`config.mk`:
```
export PLATFORM = sky130hd
export DESIGN_NAME = msk_affine_pipe_flat
export DESIGN_NICKNAME = d
export VERILOG_FILES = /design/src/rtl/msk_affine_pipe_if.sv /design/src/rtl/msk_affine_pipe.sv /design/src/flat_wrapper.sv
export SDC_FILE = /design/constraint.sdc
export NUM_CORES = 1
export LEC_CHECK = 0
export CORE_MARGIN = 1.5
export CORE_UTILIZATION = 40
export DETAILED_ROUTE_END_ITERATION = 16
export PLACE_DENSITY_LB_ADDON = 0.08
export SYNTH_ARGS = -nofsm -noshare
export SYNTH_HDL_FRONTEND = slang
export SYNTH_SLANG_ARGS = --single-unit
```
`constraint.sdc`:
```
create_clock -name clk -period 1.5 [get_ports clk]
set_input_delay 0.3 -clock clk [delete_from_list [all_inputs] [get_ports clk]]
set_output_delay 0.3 -clock clk [all_outputs]
set_load 0.01 [all_outputs]
```
`src/rtl/msk_affine_pipe_if.sv`:
```
// Handshake/data bundle for msk_affine_pipe.
// slave  : the pipe side (consumes ina/inb/op, produces out/occupancy).
// master : the producer/consumer side driving the pipe.
// Layout : share s of lane l sits at bit s*count+l of ina/inb/out;
//          lane l's opcode sits at op[2l+1:2l].
interface msk_affine_pipe_if #(
  parameter int d      = 2,
  parameter int count  = 8,
  parameter int STAGES = 2
);
  localparam int OW = $clog2(STAGES+1);

  logic                 flush;
  logic                 in_valid;
  logic                 in_ready;
  logic [2*count-1:0]   op;
  logic [count*d-1:0]   ina;
  logic [count*d-1:0]   inb;
  logic                 out_valid;
  logic                 out_ready;
  logic [count*d-1:0]   out;
  logic [OW-1:0]        occupancy;

  modport slave (
    input  flush, in_valid, op, ina, inb, out_ready,
    output in_ready, out_valid, out, occupancy
  );

  modport master (
    output flush, in_valid, op, ina, inb, out_ready,
    input  in_ready, out_valid, out, occupancy
  );
endinterface

```
`src/rtl/msk_affine_pipe.sv`:
```
// Pipelined masked affine lane array.
// Each lane computes XOR / XNOR / A / NOT A share-wise on d-share sharings,
// then results move through STAGES valid/ready register stages.
// Ports:
//   clk, rst : clock (rising edge), asynchronous active-high reset
//   bus      : msk_affine_pipe_if.slave (flush, in_valid/in_ready, op, ina,
//              inb, out_valid/out_ready, out, occupancy)

// One lane: share-wise combine; the complement only touches share 0 so the
// unmasked value is inverted while the mask shares stay untouched.
module msk_affine_lane #(
  parameter int d = 2
) (
  input  logic [1:0]   i_op,
  input  logic [d-1:0] i_a,
  input  logic [d-1:0] i_b,
  output logic [d-1:0] o_t
);
  logic [d-1:0] w_x;

  assign w_x = i_a ^ ({d{~i_op[1]}} & i_b);
  assign o_t = w_x ^ {{(d-1){1'b0}}, i_op[0]};
endmodule

module msk_affine_pipe #(
  parameter int d      = 2,
  parameter int count  = 8,
  parameter int STAGES = 2
) (
  input logic           clk,
  input logic           rst,
  msk_affine_pipe_if.slave bus
);
  localparam int W  = count*d;
  localparam int OW = $clog2(STAGES+1);

  logic [count-1:0][d-1:0]  w_la, w_lb, w_lt;
  logic [W-1:0]             w_t;
  logic [STAGES-1:0]        r_vld;
  logic [STAGES-1:0][W-1:0] r_data;
  logic [STAGES-1:0]        w_adv;
  logic [STAGES-1:0]        w_vsrc;
  logic [STAGES-1:0][W-1:0] w_dsrc;
  logic [OW-1:0]            r_occ;
  logic                     w_acc, w_del;

  // Regroup the share-major bus into per-lane share vectors and back.
  for (genvar l = 0; l < count; l++) begin : g_lane
    for (genvar s = 0; s < d; s++) begin : g_sh
      assign w_la[l][s]      = bus.ina[s*count+l];
      assign w_lb[l][s]      = bus.inb[s*count+l];
      assign w_t[s*count+l]  = w_lt[l][s];
    end
    msk_affine_lane #(.d(d)) u_lane (
      .i_op (bus.op[2*l+1:2*l]),
      .i_a  (w_la[l]),
      .i_b  (w_lb[l]),
      .o_t  (w_lt[l])
    );
  end

  // A stage may load when it is empty or the stage after it moves;
  // accumulated from the output end so bubbles compress.
  always_comb begin
    logic acc;
    acc   = bus.out_ready;
    w_adv = '0;
    for (int k = STAGES-1; k >= 0; k--) begin
      acc      = ~r_vld[k] | acc;
      w_adv[k] = acc;
    end
  end

  always_comb begin
    w_vsrc    = '0;
    w_dsrc    = '0;
    w_vsrc[0] = bus.in_valid;
    w_dsrc[0] = w_t;
    for (int k = 1; k < STAGES; k++) begin
      w_vsrc[k] = r_vld[k-1];
      w_dsrc[k] = r_data[k-1];
    end
  end

  assign bus.in_ready  = w_adv[0] & ~bus.flush;
  assign bus.out_valid = r_vld[STAGES-1];
  assign bus.out       = r_data[STAGES-1];
  assign bus.occupancy = r_occ;

  assign w_acc = bus.in_valid & bus.in_ready;
  assign w_del = r_vld[STAGES-1] & bus.out_ready;

  // Flush only drops valid bits; data registers keep their last contents.
  always_ff @(posedge clk or posedge rst) begin
    if (rst) begin
      r_vld  <= '0;
      r_data <= '0;
      r_occ  <= '0;
    end else begin
      for (int k = 0; k < STAGES; k++) begin
        if (bus.flush)    r_vld[k] <= 1'b0;
        else if (w_adv[k]) r_vld[k] <= w_vsrc[k];
        if (w_adv[k] && !bus.flush) r_data[k] <= w_dsrc[k];
      end
      if (bus.flush) r_occ <= '0;
      else           r_occ <= r_occ + OW'(w_acc) - OW'(w_del);
    end
  end
endmodule

```
`src/flat_wrapper.sv`:
```
// flat-port wrapper written by rule: the top's interface ports become plain ports
module msk_affine_pipe_flat 
#(
  parameter int d      = 2,
  parameter int count  = 8,
  parameter int STAGES = 2
)
  (clk, rst, bus_flush, bus_in_valid, bus_op, bus_ina, bus_inb, bus_out_ready, bus_in_ready, bus_out_valid, bus_out, bus_occupancy);
  msk_affine_pipe_if #(.d(d), .count(count), .STAGES(STAGES)) bus_i ();
  input logic clk;
  input logic rst;
  input wire logic [$bits(bus_i.flush)-1:0] bus_flush;
  input wire logic [$bits(bus_i.in_valid)-1:0] bus_in_valid;
  input wire logic [$bits(bus_i.op)-1:0] bus_op;
  input wire logic [$bits(bus_i.ina)-1:0] bus_ina;
  input wire logic [$bits(bus_i.inb)-1:0] bus_inb;
  input wire logic [$bits(bus_i.out_ready)-1:0] bus_out_ready;
  output wire logic [$bits(bus_i.in_ready)-1:0] bus_in_ready;
  output wire logic [$bits(bus_i.out_valid)-1:0] bus_out_valid;
  output wire logic [$bits(bus_i.out)-1:0] bus_out;
  output wire logic [$bits(bus_i.occupancy)-1:0] bus_occupancy;
  assign bus_i.flush = bus_flush;
  assign bus_i.in_valid = bus_in_valid;
  assign bus_i.op = bus_op;
  assign bus_i.ina = bus_ina;
  assign bus_i.inb = bus_inb;
  assign bus_i.out_ready = bus_out_ready;
  assign bus_in_ready = bus_i.in_ready;
  assign bus_out_valid = bus_i.out_valid;
  assign bus_out = bus_i.out;
  assign bus_occupancy = bus_i.occupancy;
  msk_affine_pipe #(.d(d), .count(count), .STAGES(STAGES)) u_core (.clk(clk), .rst(rst), .bus(bus_i));
endmodule
```
==> results of run 1 <==
[report_power, final]
part	total [mW]	leakage, nW	internal [mW]	switching (mW)
Clock	0.707	0.0455	0.374	0.333
Sequential	1.26	0.428	1.16	0.0984
Combinational	0.820	0.794	0.546	0.274
[layout by cell type (no fill, tap or decap), types with 3 or more instances in the layout]
| cell | instances |
|---|---|
| clkdlybuf4s50_1 | 53 |
| dfrtp_1 | 36 |
| xnor2_1 | 25 |
| mux2_2 | 24 |
| dlymetal6s2s_1 | 11 |
| mux2_4 | 8 |
| nand2b_1 | 8 |
| dlygate4sd2_1 | 7 |
| clkbuf_8 | 6 |
| and2b_2 | 5 |
| buf_4 | 5 |
| nor2_1 | 4 |
| and2b_1 | 3 |
[area by class of cell]
type | count | area [um2] | share of cell area [%]
Inverter | 3 | 11.26 | 0.4091
Clock buffer | 8 | 90.09 | 3.273
Timing Repair Buffer | 80 | 829.5 | 30.14
Sequential cell | 36 | 900.9 | 32.73
Multi-Input combinational cell | 87 | 855.8 | 31.09
Tap cell | 52 | 65.06 | 2.364
[how the worst min path moves through the flow]
| stage | from | depth (start not counted) | to |
|---|---|---|---|
| after CTS | rst | 3 | u_core.r_vld[0]$_DFFE_PP0P_ |
| final | rst | 3 | u_core.bus.out[7]$_DFFE_PP0P_ |
| after global placement | u_core.r_data[11]$_DFFE_PP0P_ | 1 | u_core.bus.out[11]$_DFFE_PP0P_ |
| after floorplan | bus_flush | 1 | u_core.bus.occupancy[0]$_DFF_PP0_ |
| after detailed placement | u_core.r_data[11]$_DFFE_PP0P_ | 1 | u_core.bus.out[11]$_DFFE_PP0P_ |
| after global routing | rst | 3 | u_core.bus.out[7]$_DFFE_PP0P_ |
[Yosys cell counts]
cell type / count
and2_2: 2
nand2b_1: 8
mux2_2: 24
inv_1: 3
buf_6: 1
nor2_1: 4
buf_4: 16
and2b_2: 5
mux2_4: 8
nor2_4: 1
a21oi_4: 1
nor2b_1: 1
xor2_1: 1
nor2b_4: 1
dfrtp_1: 36
buf_12: 1
and2b_1: 3
ha_1: 2
xnor2_1: 25
a21oi_1: 1
[through the flow]
stage               utilization [%]  std cells  hold slack (ns)
finish                        61.52        266           0.3589
CTS                           60.77        266           0.3649
floorplan                         -        144           0.3656
global route                  61.52        266           0.3932
detailed placement            58.98        258           0.4895
global placement              58.98        258           0.4808
[routing by layer]
metal | track usage (%) | part of all wire (%) | wire, um | up-vias
li1 | - | - | - | 588
met1 | 19.05 | 42 | 1490 | 590
met2 | 24.59 | 49 | 1735 | 48
met3 | 3.750 | 6.7 | 237 | 5
met4 | 7.547 | 1.5 | 53 | 0
met5 | 0 | 0 | 0 | -
[logic make-up (layout without fill, tap and decap cells)]
logic type               after synthesis  after routing
AO/OA/AOI/OAI                          2              2
XOR/XNOR                              26             26
adder cells (fa/ha/maj)                2              2
buffers and inverters                 21             91
flip-flops                            36             36
multiplexers                          32             32
AND/OR/NAND/NOR                       25             25
[worst max-delay path, cell delays in order (launching register included)]
cell	delay, ns
dfrtp_1	0.38
nor2b_4	0.14
a21oi_4	0.21
buf_6	0.19
and2_4	0.16
ha_4	0.18
nor2b_1	0.12
[repair_timing]
action                     4_1_cts  5_1_grt
setup endpoints to repair        9       14
gates resized for setup         12       13
hold buffers                     0        0
pin swaps                        1        1
[flip-flops by register name (all words and copies together), names as in the netlist]
register	flops
u_core.r_vld	2
u_core.bus.out	16
u_core.r_data	16
u_core.bus.occupancy	2
==> reports/summary.txt, run 1 <==
xor/xnor cell area share of the yosys netlist - 11.95%
Fillers - 354
Post-route DRC - 0
port bufs - 72
routed via count - 1231
Antenna diodes - 0
Yosys cell types - 20
DRT antenna net count - 0
Critical Path Start - u_core.r_vld[1]$_DFFE_PP0P_
Crit path required time - 1.69 ns
DRT Wirelength - 3517 um
Worst Max-Slew Pin Slew - 0.2191 ns
Total GRT Usage - 15.20%
final worst-path cycle share - 98.60%
VDD IR max - 0.0004984 V
mux contribution to synthesized area - 20.49%
RSZ-0062 raised after global routing - true
Initial Util - 42.59%
status - completed
CTS root buffer - clkbuf_8
crit start category - flip-flop
PnR worst setup slack - 0.02104 ns
RR Startpoint - u_core.r_vld[1]$_DFFE_PP0P_
largest net degree at the start of global routing - 37
CTS buffer count - 5
Adder-Cell Fraction of Synth Area - 1.313%
largest family of logic cells by synthesized area - multiplexers
sequential area share after synthesis - 47.28%
clock-pin slew on the worst setup and hold paths - 0.07 ns
DP HPWL - 2669 um
setup violators final - 0
Syn Area/Cell - 13.23 um2
first-pass GRT wire length - 6003 um
pwr dens - 1013 nW/um2
Layout area overhead - 44.45%
Critical Path End - u_core.bus.occupancy[0]$_DFF_PP0_
syn nets - 199
clock tree from TritonCTS - yes
WL per Instance - 13.22 um
Core Region - 4474 um2
reg-to-reg slack, setup - 0.02 ns
RD Place Congestion - 0.7385
Final Max Tran Viols - 0
DP Worst Slack - -0.4489 ns
Post-layout nets - 268
Clock Path Buffers - 2
vias in the first global route - 1297
die height - 72.02 um
Via density - 4.628
Crit Path Class - reg2reg
total of max-cap violations - 0
Post-Layout Inst Area - 2753 um2
Slew HR - 85.29%
crit end category - flip-flop
post-synth top area cell - dfrtp_1
layout cells sized above 1 - 27.57%
Synth top area share - 47.28%
Iteration-0 DRC Markers - 18
Clock Skew - 0.005601 ns
Worst Hold Class - in2async
synth warn - 0
first-pass iteration count of the detailed router - 4
post-synthesis compound-gate area fraction - 1.116%
Final Hold Viols - 0
Cell Area, Placed - 2639 um2
Area contributors post-synth - dfrtp_1 (47%), mux2_2 (14%), xnor2_1 (11%)
Syn Inst Count - 144
die footprint - 5187 um2
total gr overflow - 0
Leak - 1.268 nW
critical path peak fanout - 9
Tmin final - 1.479 ns
WP data arrival - 1.67 ns
clock sinks - 36
# H-tree levels - 2
Mapped Area - 1906 um2
number of cell rows - 24
FF+latch count, synth - 36
initial antenna violation count - 0
Final Total Pwr - 2.790 mW
# IOs - 73
Crit Reg-Reg Endpoint - u_core.bus.occupancy[0]$_DFF_PP0_
post-CTS setup buffer count - 0
setup_tns - 0 ns
FMAX - 0.6762 GHz
clk_lat worst skew - 0.29 ns
Simple-Gate Fraction of Synth Area - 9.324%
worst r2r path cells - 6
Die Wd - 72.02 um
(Power assumes the default switching activity.)
==> inputs of run 2 (changes only) <==
Settings changed: MAX_ROUTING_LAYER from default to met4.
==> reports/summary.txt, run 2 (synthesis gave the netlist of run 1 again) <==
status - completed (unchanged)
Crit path required time - 1.69 ns (about the same)
PnR worst setup slack - 0.02000 ns (was 0.02104 ns)
Crit Path Class - reg2reg (unchanged)
largest net degree at the start of global routing - 37 (unchanged)
pwr dens - 1013 nW/um2 (about the same)
final worst-path cycle share - 98.67% (was 98.60%)
Final Max Tran Viols - 0 (unchanged)
commonest non-fill, non-tap cell in the layout - clkdlybuf4s50_1 (unchanged)
clock tree from TritonCTS - yes (unchanged)
DRT Wirelength - 3525 um (was 3517 um)
total gr overflow - 0 (unchanged)
clock-pin slew on the worst setup and hold paths - 0.07 ns (about the same)
Leak - 1.268 nW (unchanged)
area of the multi-input gates - 855.8 um2 (unchanged)
WP data arrival - 1.67 ns (about the same)
Initial Util - 42.59% (unchanged)
Post-route DRC - 0 (unchanged)
first-pass iteration count of the detailed router - 4 (unchanged)
FMAX - 0.6757 GHz (was 0.6762 GHz)
Slowest-stage cell, CP - dfrtp_1 (unchanged)
WL met1 - 1502 um (was 1490 um)
Tmin final - 1.480 ns (was 1.479 ns)
clock sinks - 36 (unchanged)
Max Used Layer - met4 (unchanged)
layout cells sized above 1 - 27.57% (unchanged)
routed via count - 1225 (was 1231)
total of max-cap violations - 0 (unchanged)
metal3 WL - 237 um (unchanged)
crit start category - flip-flop (unchanged)
number of cell rows - 24 (unchanged)
clk_lat worst skew - 0.29 ns (about the same)
Total GRT Usage - 15.69% (was 15.20%)
Slew HR - 85.29% (unchanged)
metal2 WL - 1731 um (was 1735 um)
RSZ-0062 raised after global routing - true (unchanged)
CTS root buffer - clkbuf_8 (unchanged)
port bufs - 72 (unchanged)
worst r2r path cells - 6 (unchanged)
Final Hold Viols - 0 (unchanged)
placed cell count - 258 (unchanged)
Iteration-0 DRC Markers - 28 (was 18)
first-pass GRT wire length - 6003 um (unchanged)
die footprint - 5187 um2 (unchanged)
CP Cell Sequence - nor2b_4 > a21oi_4 > buf_6 > and2_4 > ha_4 > nor2b_1 (unchanged)
WL per Instance - 13.25 um (was 13.22 um)
Clock Skew - 0.005270 ns (was 0.005601 ns)
crit end category - flip-flop (unchanged)
Core Region - 4474 um2 (unchanged)
Antenna diodes - 0 (unchanged)
VDD IR max - 0.0004984 V (about the same)
CTS buffer count - 5 (unchanged)
Layout Cells excl Fill - 266 (unchanged)
DRT antenna net count - 0 (unchanged)
Clock Path Buffers - 2 (unchanged)
Post-layout nets - 268 (unchanged)
Worst Max-Slew Pin Slew - 0.2191 ns (about the same)
Via density - 4.605 (was 4.628)
FF+latch area - 900.9 um2 (unchanged)
# IOs - 73 (unchanged)
Die Wd - 72.02 um (unchanged)
post-CTS setup buffer count - 0 (unchanged)
setup violators final - 0 (unchanged)
CP max stage delay - 0.38 ns (about the same)
critical path peak fanout - 9 (unchanged)
# H-tree levels - 2 (unchanged)
Layout area overhead - 44.45% (unchanged)
DP HPWL - 2669 um (unchanged)
Worst Hold Class - in2async (unchanged)
# hold bufs at CTS - 0 (unchanged)
DP Worst Slack - -0.4489 ns (unchanged)
initial antenna violation count - 0 (unchanged)
RD Place Congestion - 0.7477 (was 0.7385)
commonest non-fill, non-tap cells in the layout - clkdlybuf4s50_1 (53), dfrtp_1 (36), xnor2_1 (25) (unchanged)
Fillers - 354 (unchanged)
die height - 72.02 um (unchanged)
vias in the first global route - 1296 (was 1297)
-- run 2: final timing paths --
kind / startpoint / end / slack [ns]
worst max-delay path: u_core.r_vld[1]$_DFFE_PP0P_ / u_core.bus.occupancy[0]$_DFF_PP0_ / 0.02
worst min-delay path: rst / u_core.bus.out[7]$_DFFE_PP0P_ / 0.36
worst max register to register: u_core.r_vld[1]$_DFFE_PP0P_ / u_core.bus.occupancy[0]$_DFF_PP0_ / 0.02
worst min register to register: u_core.bus.out[7]$_DFFE_PP0P_ / u_core.bus.out[7]$_DFFE_PP0P_ / 0.50
max in group asynchronous: rst / u_core.bus.out[8]$_DFFE_PP0P_ / 0.96
min in group clk: u_core.bus.out[7]$_DFFE_PP0P_ / u_core.bus.out[7]$_DFFE_PP0P_ / 0.50
-- run 2: cell type report --
| cell class | count | share of cell area [%] |
|---|---|---|
| multi-input cells | 87 | 31.09 |
| inverters | 3 | 0.4091 |
| well taps | 52 | 2.364 |
| clock buffers | 8 | 3.273 |
| flip-flops and latches | 36 | 32.73 |
| repair buffers | 80 | 30.14 |
-- run 2: power breakdown --
part,total (mW),internal (mW),switching [mW]
combinational,0.820,0.546,0.274
sequential,1.26,1.16,0.0987
clock,0.706,0.374,0.332
total,2.79,2.08,0.705
-- run 2: through the flow --
stage          cell area [um2]  setup TNS [ns]  utilization, %  total power, mW  hold WS [ns]
3_3_place_gp              2639          -9.235           58.98            2.133        0.4808
5_1_grt                   2753        -0.02605           61.52            2.963        0.3937
3_5_place_dp              2639          -9.714           58.98            2.155        0.4895
6_report                  2753               0           61.52            2.789        0.3610
4_1_cts                   2719        -0.01267           60.77            2.849        0.3649
2_1_floorplan             1919        -0.08530               -            1.831        0.3656
-- run 2: metal layers --
| metal | vias up | global-route usage, % |
|---|---|---|
| met5 | - | - |
| met4 | 0 | 7.547 |
| met3 | 5 | 3.750 |
| met2 | 48 | 24.49 |
| met1 | 584 | 19.23 |
| li1 | 588 | - |
-- run 2: timing repair --
action / 4_1_cts / 5_1_grt
setup endpoints to repair: 9 / 14
resized for setup: 12 / 13
pin swaps: 1 / 1
-- run 2: critical path: cells and delay by family, from the launching register on --
kind | cells | cell delay, ns
flip-flops | 1 | 0.38
AND/OR/NAND/NOR | 3 | 0.42
buffers and inverters | 1 | 0.19
AO/OA/AOI/OAI | 1 | 0.21
adder cells (fa/ha/maj) | 1 | 0.18
==> inputs of run 3 (changes only) <==
Clock period 1.5 ns to 1.9 ns, I/O delays scaled along.
==> reports/summary.txt, run 3 (synthesis gave the netlist of run 1 again) <==
status - completed (unchanged)
# H-tree levels - 2 (unchanged)
Antenna diodes - 0 (unchanged)
largest net degree at the start of global routing - 37 (unchanged)
final worst-path cycle share - 95.50%
Clock Skew - 0.007920 ns (was 0.005270 ns)
pwr dens - 831.0 nW/um2 (was 1013 nW/um2)
FF+latch area - 900.9 um2 (unchanged)
commonest non-fill, non-tap cell in the layout - clkdlybuf4s50_1 (unchanged)
Crit path required time - 1.52 ns (was 1.69 ns)
Core Region - 4474 um2 (unchanged)
die footprint - 5187 um2 (unchanged)
first-pass iteration count of the detailed router - 4 (unchanged)
area of the multi-input gates - 842.1 um2 (was 855.8 um2)
total of max-cap violations - 0 (unchanged)
placed cell count - 256 (was 258)
Layout Cells excl Fill - 264 (was 266)
initial antenna violation count - 0 (unchanged)
Post-layout nets - 266 (was 268)
Post-Layout Inst Area - 2674 um2 (was 2753 um2)
Worst Hold Class - in2async (unchanged)
first-pass GRT wire length - 5699 um (was 6003 um)
# IOs - 73 (unchanged)
commonest non-fill, non-tap cells in the layout - clkdlybuf4s50_1 (71), dfrtp_1 (36), xnor2_1 (25) (was clkdlybuf4s50_1 (53), dfrtp_1 (36), xnor2_1 (25))
Post-route DRC - 0 (unchanged)
vias in the first global route - 1230 (was 1296)
routed via count - 1197 (was 1225)
Final Hold Viols - 0 (unchanged)
Tmin final - 1.815 ns
number of cell rows - 24 (unchanged)
VDD IR max - 0.0004359 V (was 0.0004984 V)
Leak - 1.123 nW (was 1.268 nW)
Slew HR - 69.48% (was 85.29%)
Final Max Tran Viols - 0 (unchanged)
Total GRT Usage - 15.42% (was 15.69%)
Cell Area, Placed - 2585 um2 (was 2639 um2)
clock-pin slew on the worst setup and hold paths - 0.07 ns (about the same)
layout cells sized above 1 - 25.47% (was 27.57%)
CTS root buffer - clkbuf_8 (unchanged)
Clock Path Buffers - 2 (unchanged)
FMAX - 0.5511 GHz
Iteration-0 DRC Markers - 36 (was 28)
Die Wd - 72.02 um (unchanged)
Crit Path Class - in2out (was reg2reg)
Initial Util - 42.59% (unchanged)
critical path peak fanout - 2 (was 9)
total gr overflow - 0 (unchanged)
port bufs - 72 (unchanged)
setup violators final - 0 (unchanged)
clock sinks - 36 (unchanged)
die height - 72.02 um (unchanged)
Layout Utilization - 59.76% (was 61.52%)
DP HPWL - 2645 um (was 2669 um)
Via density - 4.534 (was 4.605)
DRT antenna net count - 0 (unchanged)
Fillers - 362 (was 354)
crit start category - input port (was flip-flop)
DRT Wirelength - 3473 um (was 3525 um)
Final Total Pwr - 2.222 mW (was 2.789 mW)
setup_tns - 0 ns (unchanged)
crit end category - output port (was flip-flop)
clock tree from TritonCTS - yes (unchanged)
RD Place Congestion - 0.7773 (was 0.7477)
WL per Instance - 13.16 um (was 13.25 um)
Worst Max-Slew Pin Slew - 0.4578 ns (was 0.2191 ns)
WP data arrival - 1.43 ns (was 1.67 ns)
CTS buffer count - 5 (unchanged)
clk_lat worst skew - 0.29 ns (about the same)
Layout area overhead - 40.31% (was 44.45%)
RSZ-0062 raised after global routing - false (was true)
==> run 3: final timing paths <==
| path | end | slack, ns | cells after the start | from |
|---|---|---|---|---|
| setup reg to reg | u_core.bus.occupancy[0]$_DFF_PP0_ | 0.28 | 6 | u_core.r_vld[1]$_DFFE_PP0P_ |
| hold reg to reg | u_core.bus.out[9]$_DFFE_PP0P_ | 0.51 | 1 | u_core.r_data[9]$_DFFE_PP0P_ |
| setup / recovery | bus_in_ready | 0.09 | 4 | bus_out_ready |
| hold / removal | u_core.bus.out[6]$_DFFE_PP0P_ | 0.49 | 3 | rst |
| max in group asynchronous | u_core.bus.out[7]$_DFFE_PP0P_ | 1.08 | 3 | rst |
| min in group clk | u_core.bus.out[9]$_DFFE_PP0P_ | 0.51 | 1 | u_core.r_data[9]$_DFFE_PP0P_ |
==> run 3: power breakdown <==
| part | internal [mW] | switching, mW | leakage (nW) | total, mW |
|---|---|---|---|---|
| logic | 0.452 | 0.213 | 0.650 | 0.664 |
| registers | 0.919 | 0.0838 | 0.428 | 1.00 |
| clock network | 0.296 | 0.259 | 0.0455 | 0.555 |
==> run 3: routing by layer <==
layer / track usage [%] / wire length (um)
met3: 5.556 / 251
met4: 6.918 / 71
met2: 23.97 / 1709
met1: 17.97 / 1441
met5: - / 0
==> run 3: cell type report <==
cell class | instances | share of cell area (%)
Clock buffer | 8 | 3.369
Inverter | 3 | 0.4212
Multi-Input combinational cell | 87 | 31.49
Sequential cell | 36 | 33.69
Tap cell | 52 | 2.433
Timing Repair Buffer | 78 | 28.59
==> run 3: metrics by stage <==
step | setup slack [ns] | hold slack (ns)
finish | 0.08546 | 0.4892
global placement | -0.2058 | 0.4873
detailed placement | -0.2055 | 0.4893
global route | 0.03318 | 0.5228
floorplan | 0.3008 | 0.4456
CTS | 0.06087 | 0.5032
==> run 3: repair_timing <==
action                     CTS  global route
gates resized for setup      1             0
setup endpoints to repair    1             0
setup buffers                0             0
hold buffers                 0             0
==> run 3: critical path, cell delays in order <==
cell	delay, ns
clkdlybuf4s50_1	0.52
nor2b_4	0.07
a21oi_4	0.16
dlygate4sd2_1	0.31
